## config.mk

```make
export PLATFORM = sky130hd
export DESIGN_NAME = irq_prio_ctrl
export DESIGN_NICKNAME = d
export VERILOG_FILES = /design/src/rtl/irq_prio_ctrl_pkg.sv /design/src/rtl/irq_prio_ctrl_prio_enc.sv /design/src/rtl/irq_prio_ctrl.sv
export SDC_FILE = /design/constraint.sdc
export NUM_CORES = 1
export LEC_CHECK = 0
export ABC_AREA = 0
export CAP_MARGIN = 20
export CORE_MARGIN = 5
export CORE_UTILIZATION = 47
export CTS_CLUSTER_SIZE = 28
export DETAILED_ROUTE_END_ITERATION = 10
export PLACE_DENSITY = 0.83
export SLEW_MARGIN = 30
export SYNTH_ARGS = -nofsm -noshare
export SYNTH_HDL_FRONTEND = slang
export SYNTH_SLANG_ARGS = --single-unit
```

## constraint.sdc

```tcl
create_clock -name clk -period 2.1 [get_ports clk]
set_input_delay 0.42 -clock clk [delete_from_list [all_inputs] [get_ports clk]]
set_output_delay 0.42 -clock clk [all_outputs]
set_load 0.02 [all_outputs]
```

## src/rtl/irq_prio_ctrl_pkg.sv

```systemverilog
// Shared types and constants for the irq_prio_ctrl interrupt controller:
// FSM state encoding, status byte bit positions and the source-count limit.
package irq_prio_pkg;

    localparam int IRQ_MAX_SRC = 32;

    typedef enum logic [1:0] {
        IDLE    = 2'd0,
        REQ     = 2'd1,
        SERVICE = 2'd2
    } irq_state_e;

    localparam int ST_INT_EN = 7;
    localparam int ST_REQ    = 6;
    localparam int ST_SVC    = 5;
    localparam int ST_PEND   = 4;
    localparam int ST_SPUR   = 3;
    localparam int ST_OVR    = 2;

endpackage

```

## src/rtl/irq_prio_ctrl_prio_enc.sv

```systemverilog
// Combinational priority encoder: idx is the highest set index of req,
// valid is high when any request bit is set.
module prio_enc_param #(
    parameter  int N  = 16,
    localparam int IW = $clog2(N)
) (
    input  logic [N-1:0]  req,
    output logic [IW-1:0] idx,
    output logic          valid
);

    // Ascending scan so the last (highest) set bit wins.
    always_comb begin
        idx   = '0;
        valid = |req;
        for (int i = 0; i < N; i++) begin
            if (req[i]) idx = IW'(i);
        end
    end

endmodule

```

## src/rtl/irq_prio_ctrl.sv

```systemverilog
// Interrupt controller: pending/mask registers, highest-index arbitration and a
// req/ack/eoi handshake FSM. Define IRQ_EDGE_TRIG_EN for rising-edge pending capture.
module irq_prio_ctrl
    import irq_prio_pkg::*;
#(
    parameter  int NUM_SRC = 16,
    localparam int ID_W    = $clog2(NUM_SRC)
) (
    input  logic               clk,
    input  logic               rst,
    input  logic [NUM_SRC-1:0] irq_in,
    input  logic               int_en,
    input  logic               mask_we,
    input  logic [NUM_SRC-1:0] mask_wdata,
    input  logic               status_clr,
    input  logic               irq_ack,
    input  logic               eoi,
    output logic               irq_req,
    output logic [ID_W-1:0]    irq_id,
    output logic [NUM_SRC-1:0] pending,
    output logic [7:0]         status
);

    irq_state_e         state_q, state_d;
    logic [NUM_SRC-1:0] pend_q, mask_q, prev_q;
    logic [ID_W-1:0]    id_q, id_d;
    logic               int_en_q, spur_q, ovr_q;

    logic [NUM_SRC-1:0] set_vec, clr_vec, elig;
    logic [ID_W-1:0]    sel_id;
    logic               sel_valid, ack_ok, spur_evt, ovr_evt;

`ifdef IRQ_EDGE_TRIG_EN
    assign set_vec = irq_in & ~prev_q;
`else
    assign set_vec = irq_in;
`endif

    assign elig    = pend_q & mask_q & {NUM_SRC{int_en}};
    assign ack_ok  = (state_q == REQ) && irq_ack;
    assign clr_vec = ack_ok ? (NUM_SRC'(1) << id_q) : '0;

    assign spur_evt = (irq_ack && (state_q != REQ)) || (eoi && (state_q != SERVICE));
    // A fresh assertion onto a bit that was never serviced.
    assign ovr_evt  = |(set_vec & pend_q & ~prev_q);

    prio_enc_param #(.N(NUM_SRC)) u_prio_enc (
        .req   (elig),
        .idx   (sel_id),
        .valid (sel_valid)
    );

    // Once in REQ the presented id is frozen; nothing retracts it.
    always_comb begin
        state_d = state_q;
        id_d    = id_q;
        case (state_q)
            IDLE: begin
                if (sel_valid) begin
                    state_d = REQ;
                    id_d    = sel_id;
                end
            end
            REQ:     if (irq_ack) state_d = SERVICE;
            SERVICE: if (eoi)     state_d = IDLE;
            default: state_d = IDLE;
        endcase
    end

    always_ff @(posedge clk) begin
        if (rst) begin
            state_q  <= IDLE;
            id_q     <= '0;
            pend_q   <= '0;
            mask_q   <= '0;
            prev_q   <= '0;
            int_en_q <= 1'b0;
            spur_q   <= 1'b0;
            ovr_q    <= 1'b0;
        end else begin
            state_q  <= state_d;
            id_q     <= id_d;
            pend_q   <= (pend_q & ~clr_vec) | set_vec;
            if (mask_we) mask_q <= mask_wdata;
            prev_q   <= irq_in;
            int_en_q <= int_en;
            spur_q   <= spur_evt | (spur_q & ~status_clr);
            ovr_q    <= ovr_evt  | (ovr_q  & ~status_clr);
        end
    end

    assign irq_req = (state_q == REQ);
    assign irq_id  = id_q;
    assign pending = pend_q;

    always_comb begin
        status            = 8'h00;
        status[ST_INT_EN] = int_en_q;
        status[ST_REQ]    = (state_q == REQ);
        status[ST_SVC]    = (state_q == SERVICE);
        status[ST_PEND]   = |pend_q;
        status[ST_SPUR]   = spur_q;
        status[ST_OVR]    = ovr_q;
        status[1:0]       = state_q;
    end

endmodule
```

After elaboration in Yosys (flattened, before gate mapping)
Index checks and enable logic that the tools add are counted.
{"block": "classes", "muxes": 20, "n_reduce_logical": 10, "shifts": 1, "n_eq_ne": 7, "bitwise": 13}
{"operator": "$and A16 B16 Y16", "count": 5}
{"operator": "$reduce_or A16 Y1", "count": 3}
{"operator": "$mux W4", "count": 8}
{"operator": "$not A16 Y16", "count": 2}
{"operator": "$mux W16", "count": 1}
{"operator": "$or A16 B16 Y16", "count": 1}
{"operator": "$shl A1 B4 Y16 const A", "count": 1}
{"operator": "$mux W3", "count": 4}
{"operator": "$mux W2", "count": 5}
{"operator": "$ne A2 B2 Y1 const B", "count": 4}
{"operator": "$pmux W2 S3", "count": 1}
{"operator": "$logic_and A1 B1 Y1", "count": 3}
{"operator": "$reduce_and A3 Y1", "count": 1}
{"operator": "$and A1 B1 Y1", "count": 2}
{"operator": "$eq A2 B1 Y1 const B", "count": 1}
{"operator": "$eq A2 B2 Y1 const B", "count": 1}
{"operator": "$logic_not A2 Y1", "count": 1}
{"operator": "$ne A2 B1 Y1 const B", "count": 1}
{"operator": "$or A1 B1 Y1", "count": 2}
{"operator": "$reduce_and A2 Y1", "count": 1}
{"operator": "$logic_or A1 B1 Y1", "count": 1}
{"operator": "$mux W1", "count": 1}
{"operator": "$not A1 Y1", "count": 1}
{"block": "word_totals", "reg_bits": 57, "word_cells": 59}

Depth between registers and ports, before layout
Gate-level depths: netlist of the first run.
{"block": "logic_depth", "word_depth": 17, "mapped_depth": 5, "depth_no_buf": 5}

Cells and area by module
A second synthesis of the first run with hierarchy kept.
{"block": "hier_totals", "hier_cells": 287, "hier_area_um2": 2427.3}
{"mod": "irq_prio_ctrl", "cells_per_inst": 259, "area_per_inst_um2": 2257.2, "instances": 1}
{"mod": "prio_enc_param", "cells_per_inst": 28, "area_per_inst_um2": 170.2, "instances": 1}

Worst setup path after synthesis of the first run
OpenSTA, ideal clock, no wires.
{"block": "synth_path", "kind": "flip-flop to flip-flop", "from": "register state_q[0]", "to": "register pend_q[15] (netlist: pending[15])", "stages_incl_launch_ff": 6, "n_path_buf": 0, "setup_time_ns": 0.128, "arrival_ns": 1.545, "slack_ns": 0.428, "path_cell_list": "dfxtp_1 -> nor2b_1 -> and4_1 -> nand3_1 -> a21oi_1 -> nor2_1"}
{"block": "synth_between", "elab_chain_cells": 6}
{"item": "from (decl)", "line": "irq_prio_ctrl.sv:24", "text": "irq_state_e state_q, state_d;"}
{"item": "from (signal assigned)", "line": "irq_prio_ctrl.sv:81", "text": "state_q <= state_d;"}
{"item": "$eq A2 B1 Y1"}
{"item": "named net irq_req", "line": "irq_prio_ctrl.sv:18", "text": "output logic irq_req,"}
{"item": "$logic_and A1 B1 Y1", "line": "irq_prio_ctrl.sv:40", "text": "assign ack_ok = (state_q == REQ) && irq_ack;"}
{"item": "$mux W16", "line": "irq_prio_ctrl.sv:41", "text": "assign clr_vec = ack_ok ? (NUM_SRC'(1) << id_q) : '0;"}
{"item": "$not A16 Y16", "line": "irq_prio_ctrl.sv:83", "text": "pend_q <= (pend_q & ~clr_vec) | set_vec;"}
{"item": "$and A16 B16 Y16", "line": "irq_prio_ctrl.sv:83"}
{"item": "$or A16 B16 Y16", "line": "irq_prio_ctrl.sv:83"}
{"item": "to (signal assigned)", "line": "irq_prio_ctrl.sv:83"}
{"item": "to (decl)", "line": "irq_prio_ctrl.sv:25", "text": "logic [NUM_SRC-1:0] pend_q, mask_q, prev_q;"}
The timed path passes the listed nets, and every way through them passes these cells.
A chain may end at the register's enable or synchronous reset.

Worst setup path after layout of the first run
{"block": "layout_path", "from": "register pend_q[14] (netlist: pending[14])", "to": "output port status[4]"}
{"block": "layout_between", "elab_chain_cells": 1}
{"item": "$reduce_or A16 Y1", "line": "irq_prio_ctrl.sv:101", "text": "status[ST_PEND] = |pend_q;"}
{"item": "to (decl)", "line": "irq_prio_ctrl.sv:21", "text": "output logic [7:0] status"}
No other way between the ends.

==> results.py, run 1 <==
metrics = {
    "outcome": {
        "status": "complete, no violations",
    },
    "timing": {
        "tightest_slew_ns": 0.585,
        "final_hold_viol_count": 0,
        "finalWorstSetupSlack_ns": 0.113,
        "maxSlewViolCount": 0,
        "grt_setup_unrepaired": "no",
        "max_freq_ghz": 0.503,
        "relSlewSlack_pct": 61.0,
        "setup_violations": 0,
        "period_minus_slack_ns": 1.99,
        "setup-tns-final_ns": 0,
        "skew_ns": 0.00651,
        "final.period_utilization_pct": 94.6,
    },
    "synthesis": {
        "synth_top_family_by_area": "simple AND/OR/NAND/NOR gates",
        "synth_fp_nets": 313,
        "synth_area_leaders": "dfxtp_1, mux2i_1, nor2_1",
        "syn_inst": 274,
        "syn_area_sq_um": 2390,
        "synth_compound_area_share_pct": 18.7,
        "synth_adder_area_share_pct": 0,
        "yosysSeqAreaShare_pct": 47.7,
        "yosys_warnings": 0,
        "synth.distinct_cells": 47,
        "synth_top_area_share_pct": 47.7,
        "synth-edff-count": 0,
        "synth_common_cells": "dfxtp_1, nor2_1, nand2_1",
        "yosys.area_share.simple_pct": 21.4,
        "synth_xor_area_share_pct": 0,
        "async_flop_share_pct": 0,
        "synth_seq_cells": 57,
        "yosysTopAreaCell": "dfxtp_1",
        "synth_area_per_cell_sq_um": 8.73,
        "yosysMostFrequentCell": "dfxtp_1",
        "synth.area.mux_share_pct": 6.69,
        "dominantRegCellSynth": "dfxtp_1",
    },
    "detailed_routing": {
        "via_per_inst": 5.27,
        "drc_errors": 0,
        "vias": 2222,
        "drt_iter0_drc": 108,
        "drtPass1Iterations": 4,
        "ant_nets": 0,
        "wire_per_inst_microns": 15.7,
        "drt-total-wl_mm": 6.63,
    },
    "worst_setup_path": {
        "path_cells": "nor4_1 -> nand4_1 -> dlygate4sd2_1",
        "timing.rr.start": "pending[7]$_SDFF_PP0_",
        "path_max_fanout": 6,
        "crit_start": "pending[14]$_SDFF_PP0_",
        "r2r_cells": 5,
        "r2r_end": "irq_id[2]$_SDFFE_PP0P_",
        "r2r_slack_ns": 0.35,
        "cp-end-kind": "primary output",
        "worstPathArrival_ns": 1.57,
        "crit_path_end": "status[4]",
        "cpPeakStageDelay_ns": 0.38,
        "worstPathRequired_ns": 1.68,
        "startpoint_type": "register",
        "critPathSlowestCell": "dfxtp_1",
        "critical_path_class": "register to primary output",
    },
    "global_route": {
        "grt-busiest-layer": "met2",
        "use_met2_pct": 36.3,
        "grt_pass1_wl_mm": 10.7,
        "antenna_found_initial": 0,
        "grt_pass1_vias": 2213,
        "met3_usage_pct": 6.76,
        "grt_usage_pct": 21.7,
        "grt_max_degree": 31,
        "grt_overflow_total": 0,
        "use_met1_pct": 25.9,
    },
    "clocking": {
        "post_cts_buffers": 0,
        "clockBufferDepth": 2,
        "cts_hold_buf": 0,
        "htreeDepth": 3,
        "path_clk_slew_ns": 0.06,
        "cts_buffers": 9,
        "clk_latency_ns": 0.33,
        "clock_sinks": 57,
        "cts-resized-gates": 2,
        "cts_root_buf": "clkbuf_8",
        "cts_tree": "built",
    },
    "finish": {
        "area_growth_pct": 40.3,
        "nets": 386,
        "layout-drive-gt1-share_pct": 8.81,
        "antenna_cells": 0,
    },
    "die": {
        "die_w_microns": 81.3,
        "initial_utilization_pct": 47.8,
        "die_h_microns": 81.3,
        "ios": 68,
        "core_sq_um": 5010,
        "rows": 26,
        "die_area_sq_um": 6620,
    },
    "pwr": {
        "cellLeakagePower_uw": 0.00139,
        "p_total_uw": 2780,
        "vdd_ir_drop_max_mv": 0.660,
        "power_density_nw_per_um2": 828,
    },
    "placed_design": {
        "pre_cts_ws_ns": 0.103,
        "detailed_place_hpwl_mm": 4.97,
        "numPortBuffers": 67,
        "finalWeightedCongestion": 0.934,
    },
    "job": {
        "drv_cap": 0,
    },
    "hold_path": {
        "min_path_type": "register to register",
    },
}
[power breakdown]
part | internal (uW) | leakage, uW | switching, uW | total [uW]
Combinational | 248 | 0.000812 | 234 | 482
Clock | 644 | 0.000107 | 418 | 1060
Sequential | 1160 | 0.000474 | 79.4 | 1240
[state kept, by name, summed over array words and instances, names as in the netlist]
register / cells
int_en_q: 1
irq_id: 4
mask_q: 16
ovr_q: 1
pending: 16
prev_q: 16
spur_q: 1
state_q: 2
[through the flow]
stage          hold slack (ns)  utilization [%]  instance area (sq um)  cells
6_report                 0.499             67.0                   3360    422
3_3_place_gp             0.476             62.7                   3140    406
2_1_floorplan            0.457                -                   2390    274
5_1_grt                  0.533             67.0                   3360    422
4_1_cts                  0.499             66.8                   3350    422
3_5_place_dp             0.486             62.7                   3140    406
[worst min path at each step]
stage          cells past startpoint              start                 to  slack, ns
2_1_floorplan                      2  spur_q$_SDFF_PP0_  spur_q$_SDFF_PP0_       0.46
3_3_place_gp                       2  spur_q$_SDFF_PP0_  spur_q$_SDFF_PP0_       0.48
3_5_place_dp                       2  spur_q$_SDFF_PP0_  spur_q$_SDFF_PP0_       0.49
4_1_cts                            2  spur_q$_SDFF_PP0_  spur_q$_SDFF_PP0_       0.50
5_1_grt                            2  spur_q$_SDFF_PP0_  spur_q$_SDFF_PP0_       0.53
6_report                           2  spur_q$_SDFF_PP0_  spur_q$_SDFF_PP0_       0.50
[layer usage]
metal | vias up | share of wire, %
met3 | 11 | 7.6
li1 | 1101 | -
met4 | 0 | 1.8
met5 | - | 0
met2 | 75 | 48
met1 | 1035 | 42
[cell families after synthesis]
family / count (synthesis)
AOI/OAI and AO/OA: 65
buffers and inverters: 26
DFF: 57
muxes: 16
and+or+nand+nor: 110
[worst max-delay path, delay by kind of cell (launching register included)]
family,cells,cell delay (ns)
simple gates,2,0.50
buf+inv,1,0.36
flops,1,0.38
[layout by cell type, fill, tap and decap left out, drive strengths merged, types with 2 or more instances in the layout]
master | synthesis | layout
or3b | 2 | 2
a21oi | 23 | 23
nor2 | 41 | 41
nor2b | 13 | 13
buf | 7 | 10
dfxtp | 57 | 57
nand2 | 33 | 33
mux2i | 16 | 16
a22oi | 6 | 6
nand2b | 6 | 6
clkdlybuf4s50 | 0 | 62
and2 | 2 | 2
nor4 | 5 | 5
clkbuf | 7 | 14
nand3 | 2 | 2
a22o | 4 | 4
o21ai | 8 | 8
o22ai | 8 | 8
a31oi | 2 | 2
inv | 12 | 12
dlymetal6s2s | 0 | 3
[layout make-up]
class / count / area [sq um]
clock buffers: 14 / 173
clock inverters: 2 / 35.0
fillers: 439 / 1650
inverters: 12 / 45.0
multi-input cells: 191 / 1120
flip-flops and latches: 57 / 1140
well taps: 70 / 87.6
repair buffers: 76 / 752
Power figures use the tool's default switching activity.
==> inputs of run 2 (changes only) <==
--- a/config.mk
+++ b/config.mk
@@ -7,11 +7,14 @@
 export LEC_CHECK = 0
 export ABC_AREA = 0
 export CAP_MARGIN = 20
+export CORE_ASPECT_RATIO = 0.9
 export CORE_MARGIN = 5
-export CORE_UTILIZATION = 47
+export CORE_UTILIZATION = 55
 export CTS_CLUSTER_SIZE = 28
 export DETAILED_ROUTE_END_ITERATION = 10
-export PLACE_DENSITY = 0.83
+export DONT_BUFFER_PORTS = 1
+export PLACE_DENSITY = 0.74
+export SKIP_CTS_REPAIR_TIMING = 1
 export SLEW_MARGIN = 30
 export SYNTH_ARGS = -nofsm -noshare
 export SYNTH_HDL_FRONTEND = slang
==> run 2 against run 1 <==
Critical path depth unchanged; sequential power hardly changed; wire length shrank 13%; flip-flop and latch count stayed put; setup slack improved by 0.11 ns; sequential share of layout area up 9.4 points; hold slack got worse by 0.34 ns; clock power decreased by 14%; total power down 12%; highest routed layer unchanged.
==> results.py, run 2 (same netlist as run 1, synthesis figures left out) <==
metrics = {
    "die": {
        "die_area_sq_um": 5770,
        "die_h_microns": 72.6,
        "rows": 22,
        "ios": 68,
        "initial_utilization_pct": 57.6,
        "core_sq_um": 4160,
        "die_w_microns": 79.5,
    },
    "hold_path": {
        "hp-start": "rst",
        "min_path_type": "input port to register",
        "whs_endpoint": "prev_q[0]$_SDFF_PP0_",
        "hold_depth": 1,
    },
    "worst_setup_path": {
        "critical_path_class": "register to primary output",
        "worstPathArrival_ns": 1.46,
        "r2r_slack_ns": 0.39,
        "worstPathRequired_ns": 1.68,
        "startpoint_type": "register",
        "timing.rr.start": "pending[13]$_SDFF_PP0_",
        "r2r_end": "irq_id[2]$_SDFFE_PP0P_",
        "r2r_cells": 5,
        "path_max_fanout": 5,
        "cp-end-kind": "primary output",
    },
    "clocking": {
        "cts_tree": "built",
        "clock_sinks": 57,
        "cts_buffers": 9,
        "clockBufferDepth": 2,
        "cts_root_buf": "clkbuf_8",
        "clk_latency_ns": 0.33,
        "path_clk_slew_ns": 0.06,
        "htreeDepth": 3,
    },
    "finish": {
        "final_cells": 345,
        "antenna_cells": 0,
        "final_util_pct": 63.3,
        "area_growth_pct": 9.94,
        "mostFrequentLayoutCell": "dfxtp_1",
        "layout_common_cells": "dfxtp_1, nor2_1, nand2_1",
        "nets": 319,
        "layout-drive-gt1-share_pct": 10.9,
    },
    "global_route": {
        "grt_overflow_total": 0,
        "use_met1_pct": 29.0,
        "grt_pass1_wl_mm": 9.49,
        "grt_usage_pct": 21.8,
        "met3_usage_pct": 10.4,
        "grt-busiest-layer": "met2",
        "grt_max_degree": 57,
        "use_met2_pct": 31.0,
        "antenna_found_initial": 0,
        "grt_pass1_vias": 1880,
    },
    "timing": {
        "skew_ns": 0.00775,
        "setup-tns-final_ns": 0,
        "max_freq_ghz": 0.532,
        "finalWorstSetupSlack_ns": 0.219,
        "relSlewSlack_pct": 64.1,
        "grt_setup_unrepaired": "no",
        "tightest_slew_ns": 0.538,
        "final.period_utilization_pct": 89.6,
        "final_hold_viol_count": 0,
        "setup_violations": 0,
        "period_minus_slack_ns": 1.88,
        "maxSlewViolCount": 0,
    },
    "pwr": {
        "vdd_ir_drop_max_mv": 0.809,
        "power_density_nw_per_um2": 927,
        "cellLeakagePower_uw": 0.00107,
    },
    "placed_design": {
        "finalWeightedCongestion": 0.817,
        "detailed_place_hpwl_mm": 4.34,
        "numPortBuffers": 0,
        "pre_cts_ws_ns": 0.431,
        "dp_cells": 329,
    },
    "detailed_routing": {
        "drt_iter0_drc": 150,
        "drt-total-wl_mm": 5.78,
        "wire_per_inst_microns": 16.7,
        "ant_nets": 0,
        "via_per_inst": 5.55,
        "vias": 1914,
        "drtPass1Iterations": 4,
        "drc_errors": 0,
    },
    "job": {
        "drv_cap": 0,
    },
    "outcome": {
        "status": "complete, no violations",
    },
}
==> run 2: cell count changes in the layout (fill, tap and decap cells not counted), sizes merged <==
cell,previous run,this run
dlymetal6s2s,3,0
clkdlybuf4s50,62,0
clkinvlp,0,2
clkbuf,14,11
clkinv,1,3
buf,10,9
dlygate4sd2,1,0
bufinv,1,0
==> run 2: layer usage <==
| metal | vias up | share of wire, % |
|---|---|---|
| met2 | 75 | 44 |
| li1 | 966 | - |
| met3 | 2 | 11 |
| met5 | - | 0 |
| met1 | 871 | 45 |
| met4 | 0 | 0.66 |
==> run 2: area by class of cell <==
type                    count  area (sq um)
flip-flops and latches     57          1140
fillers                   388          1530
repair buffers              9          67.6
clock inverters             5          30.0
well taps                  60          75.1
multi-input cells         191          1120
inverters                  12          45.0
clock buffers              11           151
==> run 2: power breakdown <==
part	switching, uW	internal, uW
Combinational	140	119
Sequential	114	1160
Clock	425	485
Total	678	1760
==> run 2: worst max-delay path by stage <==
stage	from	to	slack, ns	cells past startpoint
after floorplan	state_q[0]$_SDFFE_PP0P_	pending[15]$_SDFF_PP0_	0.43	5
after global placement	pending[14]$_SDFF_PP0_	irq_id[1]$_SDFFE_PP0P_	0.44	4
after detailed placement	pending[2]$_SDFF_PP0_	irq_id[2]$_SDFFE_PP0P_	0.43	5
after CTS	pending[3]$_SDFF_PP0_	status[4]	0.20	3
after global routing	pending[3]$_SDFF_PP0_	status[4]	0.11	3
final	pending[3]$_SDFF_PP0_	status[4]	0.22	3
==> run 2: metrics by stage <==
stage | hold slack [ns] | power (uW) | cell area, sq um
2_1_floorplan | 0.457 | 1500 | 2390
5_1_grt | 0.124 | 2560 | 2630
3_3_place_gp | 0.489 | 1550 | 2450
6_report | 0.163 | 2440 | 2630
4_1_cts | 0.133 | 2460 | 2630
3_5_place_dp | 0.490 | 1550 | 2450
==> run 2: critical path, cell delays in order (launching register included) <==
cell and delay, ns:
dfxtp_1 0.31, buf_4 0.17, nor4_1 0.33, nand4_1 0.33
==> inputs of run 3 (changes only) <==
==> constraint.sdc (replaced) <==
create_clock -name clk -period 2 [get_ports clk]
set_input_delay 0.4 -clock clk [delete_from_list [all_inputs] [get_ports clk]]
set_output_delay 0.4 -clock clk [all_outputs]
set_load 0.02 [all_outputs]
==> run 3 against run 2 <==
Register-to-register slack got worse by 0.10 ns; global-route usage rose by 1.2 points; total power rose by 14%; non-clock buffer count rose by 4; flip-flop and latch count did not move; cell count rose by 0.87%; via count rose by 2.8%; final area rose by 2.2%; clock-buffer cell count rose by 1; clock skew barely moved; critical path type unchanged; largest cell class unchanged; highest routed layer unchanged.
==> results.py, run 3 (same netlist as run 1, synthesis figures left out) <==
metrics = {
    "outcome": {
        "status": "complete, no violations",
    },
    "worst_setup_path": {
        "cp-end-kind": "primary output",
        "worstPathRequired_ns": 1.60,
        "startpoint_type": "register",
        "cpPeakStageDelay_ns": 0.35,
        "path_cells": "buf_4 -> nor4_1 -> nand4_1",
        "path_buf_inv": 1,
        "path_max_fanout": 4,
        "critical_path_class": "register to primary output",
        "r2r_slack_ns": 0.29,
        "worstPathArrival_ns": 1.49,
        "critPathSlowestCell": "dfxtp_1",
        "path_delay_family": "simple AND/OR/NAND/NOR gates",
    },
    "die": {
        "ios": 68,
        "die_area_sq_um": 5770,
        "rows": 22,
        "core_sq_um": 4160,
        "die_h_microns": 72.6,
        "die_w_microns": 79.5,
        "initial_utilization_pct": 57.6,
    },
    "finish": {
        "layout_common_cells": "dfxtp_1, nor2_1, nand2_1",
        "mostFrequentLayoutCell": "dfxtp_1",
        "final_util_pct": 64.7,
        "area_growth_pct": 12.4,
        "antenna_cells": 0,
        "layout-drive-gt1-share_pct": 11.1,
        "nets": 323,
        "fillCellCount": 382,
    },
    "job": {
        "drv_cap": 0,
    },
    "clocking": {
        "clockBufferDepth": 2,
        "cts_buffers": 9,
        "cts_tree": "built",
        "htreeDepth": 3,
        "clk_latency_ns": 0.34,
        "clock_sinks": 57,
        "cts_root_buf": "clkbuf_8",
        "path_clk_slew_ns": 0.06,
    },
    "detailed_routing": {
        "wire_per_inst_microns": 17.5,
        "drc_errors": 0,
        "drt_iter0_drc": 140,
        "vias": 1968,
        "drt-total-wl_mm": 6.07,
        "drtPass1Iterations": 4,
        "via_per_inst": 5.66,
        "ant_nets": 0,
    },
    "timing": {
        "setup-tns-final_ns": 0,
        "max_freq_ghz": 0.528,
        "tightest_slew_ns": 0.538,
        "finalWorstSetupSlack_ns": 0.107,
        "skew_ns": 0.00754,
        "final.period_utilization_pct": 94.6,
        "period_minus_slack_ns": 1.89,
        "final_hold_viol_count": 0,
        "setup_violations": 0,
        "maxSlewViolCount": 0,
        "grt_setup_unrepaired": "no",
        "relSlewSlack_pct": 64.1,
    },
    "global_route": {
        "grt_usage_pct": 22.9,
        "grt_overflow_total": 0,
        "grt_pass1_wl_mm": 9.86,
        "grt_max_degree": 57,
        "antenna_found_initial": 0,
        "grt_pass1_vias": 1978,
    },
    "pwr": {
        "power_density_nw_per_um2": 1040,
        "cellLeakagePower_uw": 0.00110,
        "vdd_ir_drop_max_mv": 0.553,
        "p_total_uw": 2780,
    },
    "placed_design": {
        "pre_cts_ws_ns": 0.320,
        "detailed_place_hpwl_mm": 4.50,
        "numPortBuffers": 0,
        "finalWeightedCongestion": 0.874,
    },
    "hold_path": {
        "min_path_type": "input port to register",
    },
}
run 3: changes by cell type in the layout (fill, tap and decap cells not counted), sizes merged:
cell and change:
clkbuf +1, clkinvlp -2, buf +4, bufinv +2, clkinv -2
run 3: stage by stage:
stage / instances / hold WS [ns] / area (sq um)
4_1_cts: 348 / 0.100 / 2690
6_report: 348 / 0.129 / 2690
3_3_place_gp: 333 / 0.470 / 2480
2_1_floorplan: 274 / 0.457 / 2390
5_1_grt: 348 / 0.0967 / 2690
3_5_place_dp: 333 / 0.470 / 2480
run 3: final cells by class:
type | count | area, sq um | area share, %
Inverter | 12 | 45.0 | 1.68
Sequential cell | 57 | 1140 | 42.4
Timing Repair Buffer | 13 | 97.6 | 3.63
Multi-Input combinational cell | 191 | 1120 | 41.6
Clock inverter | 3 | 65.1 | 2.42
Clock buffer | 12 | 145 | 5.40
Tap cell | 60 | 75.1 | 2.79
run 3: worst paths after layout:
check | from | endpoint | cells after the start
worst min register to register | mask_q[10]$_SDFFE_PP0P_ | mask_q[10]$_SDFFE_PP0P_ | 2
worst min-delay path | rst | prev_q[6]$_SDFF_PP0_ | 1
worst max-delay path | pending[1]$_SDFF_PP0_ | status[4] | 3
worst max register to register | pending[13]$_SDFF_PP0_ | irq_id[2]$_SDFFE_PP0P_ | 5
run 3: where the power goes:
group          leakage, uW  internal [uW]  total (uW)  switching, uW
clock network     0.000106            727        1160            438
registers         0.000474           1210        1320            108
logic             0.000524            132         297            165
total              0.00110           2070        2780            710
run 3: worst register-to-register path: stages, from the launching register on:
cell and delay [ns]:
dfxtp_1 0.45, a22oi_1 0.38, a41oi_2 0.25, o21ai_4 0.30, o21bai_1 0.15, a21oi_1 0.08
run 3: layer usage:
metal	part of all wire, %	GRT usage, %
met5	0	0
met4	2.0	8.40
met3	10	11.5
met2	43	33.2
met1	45	29.3
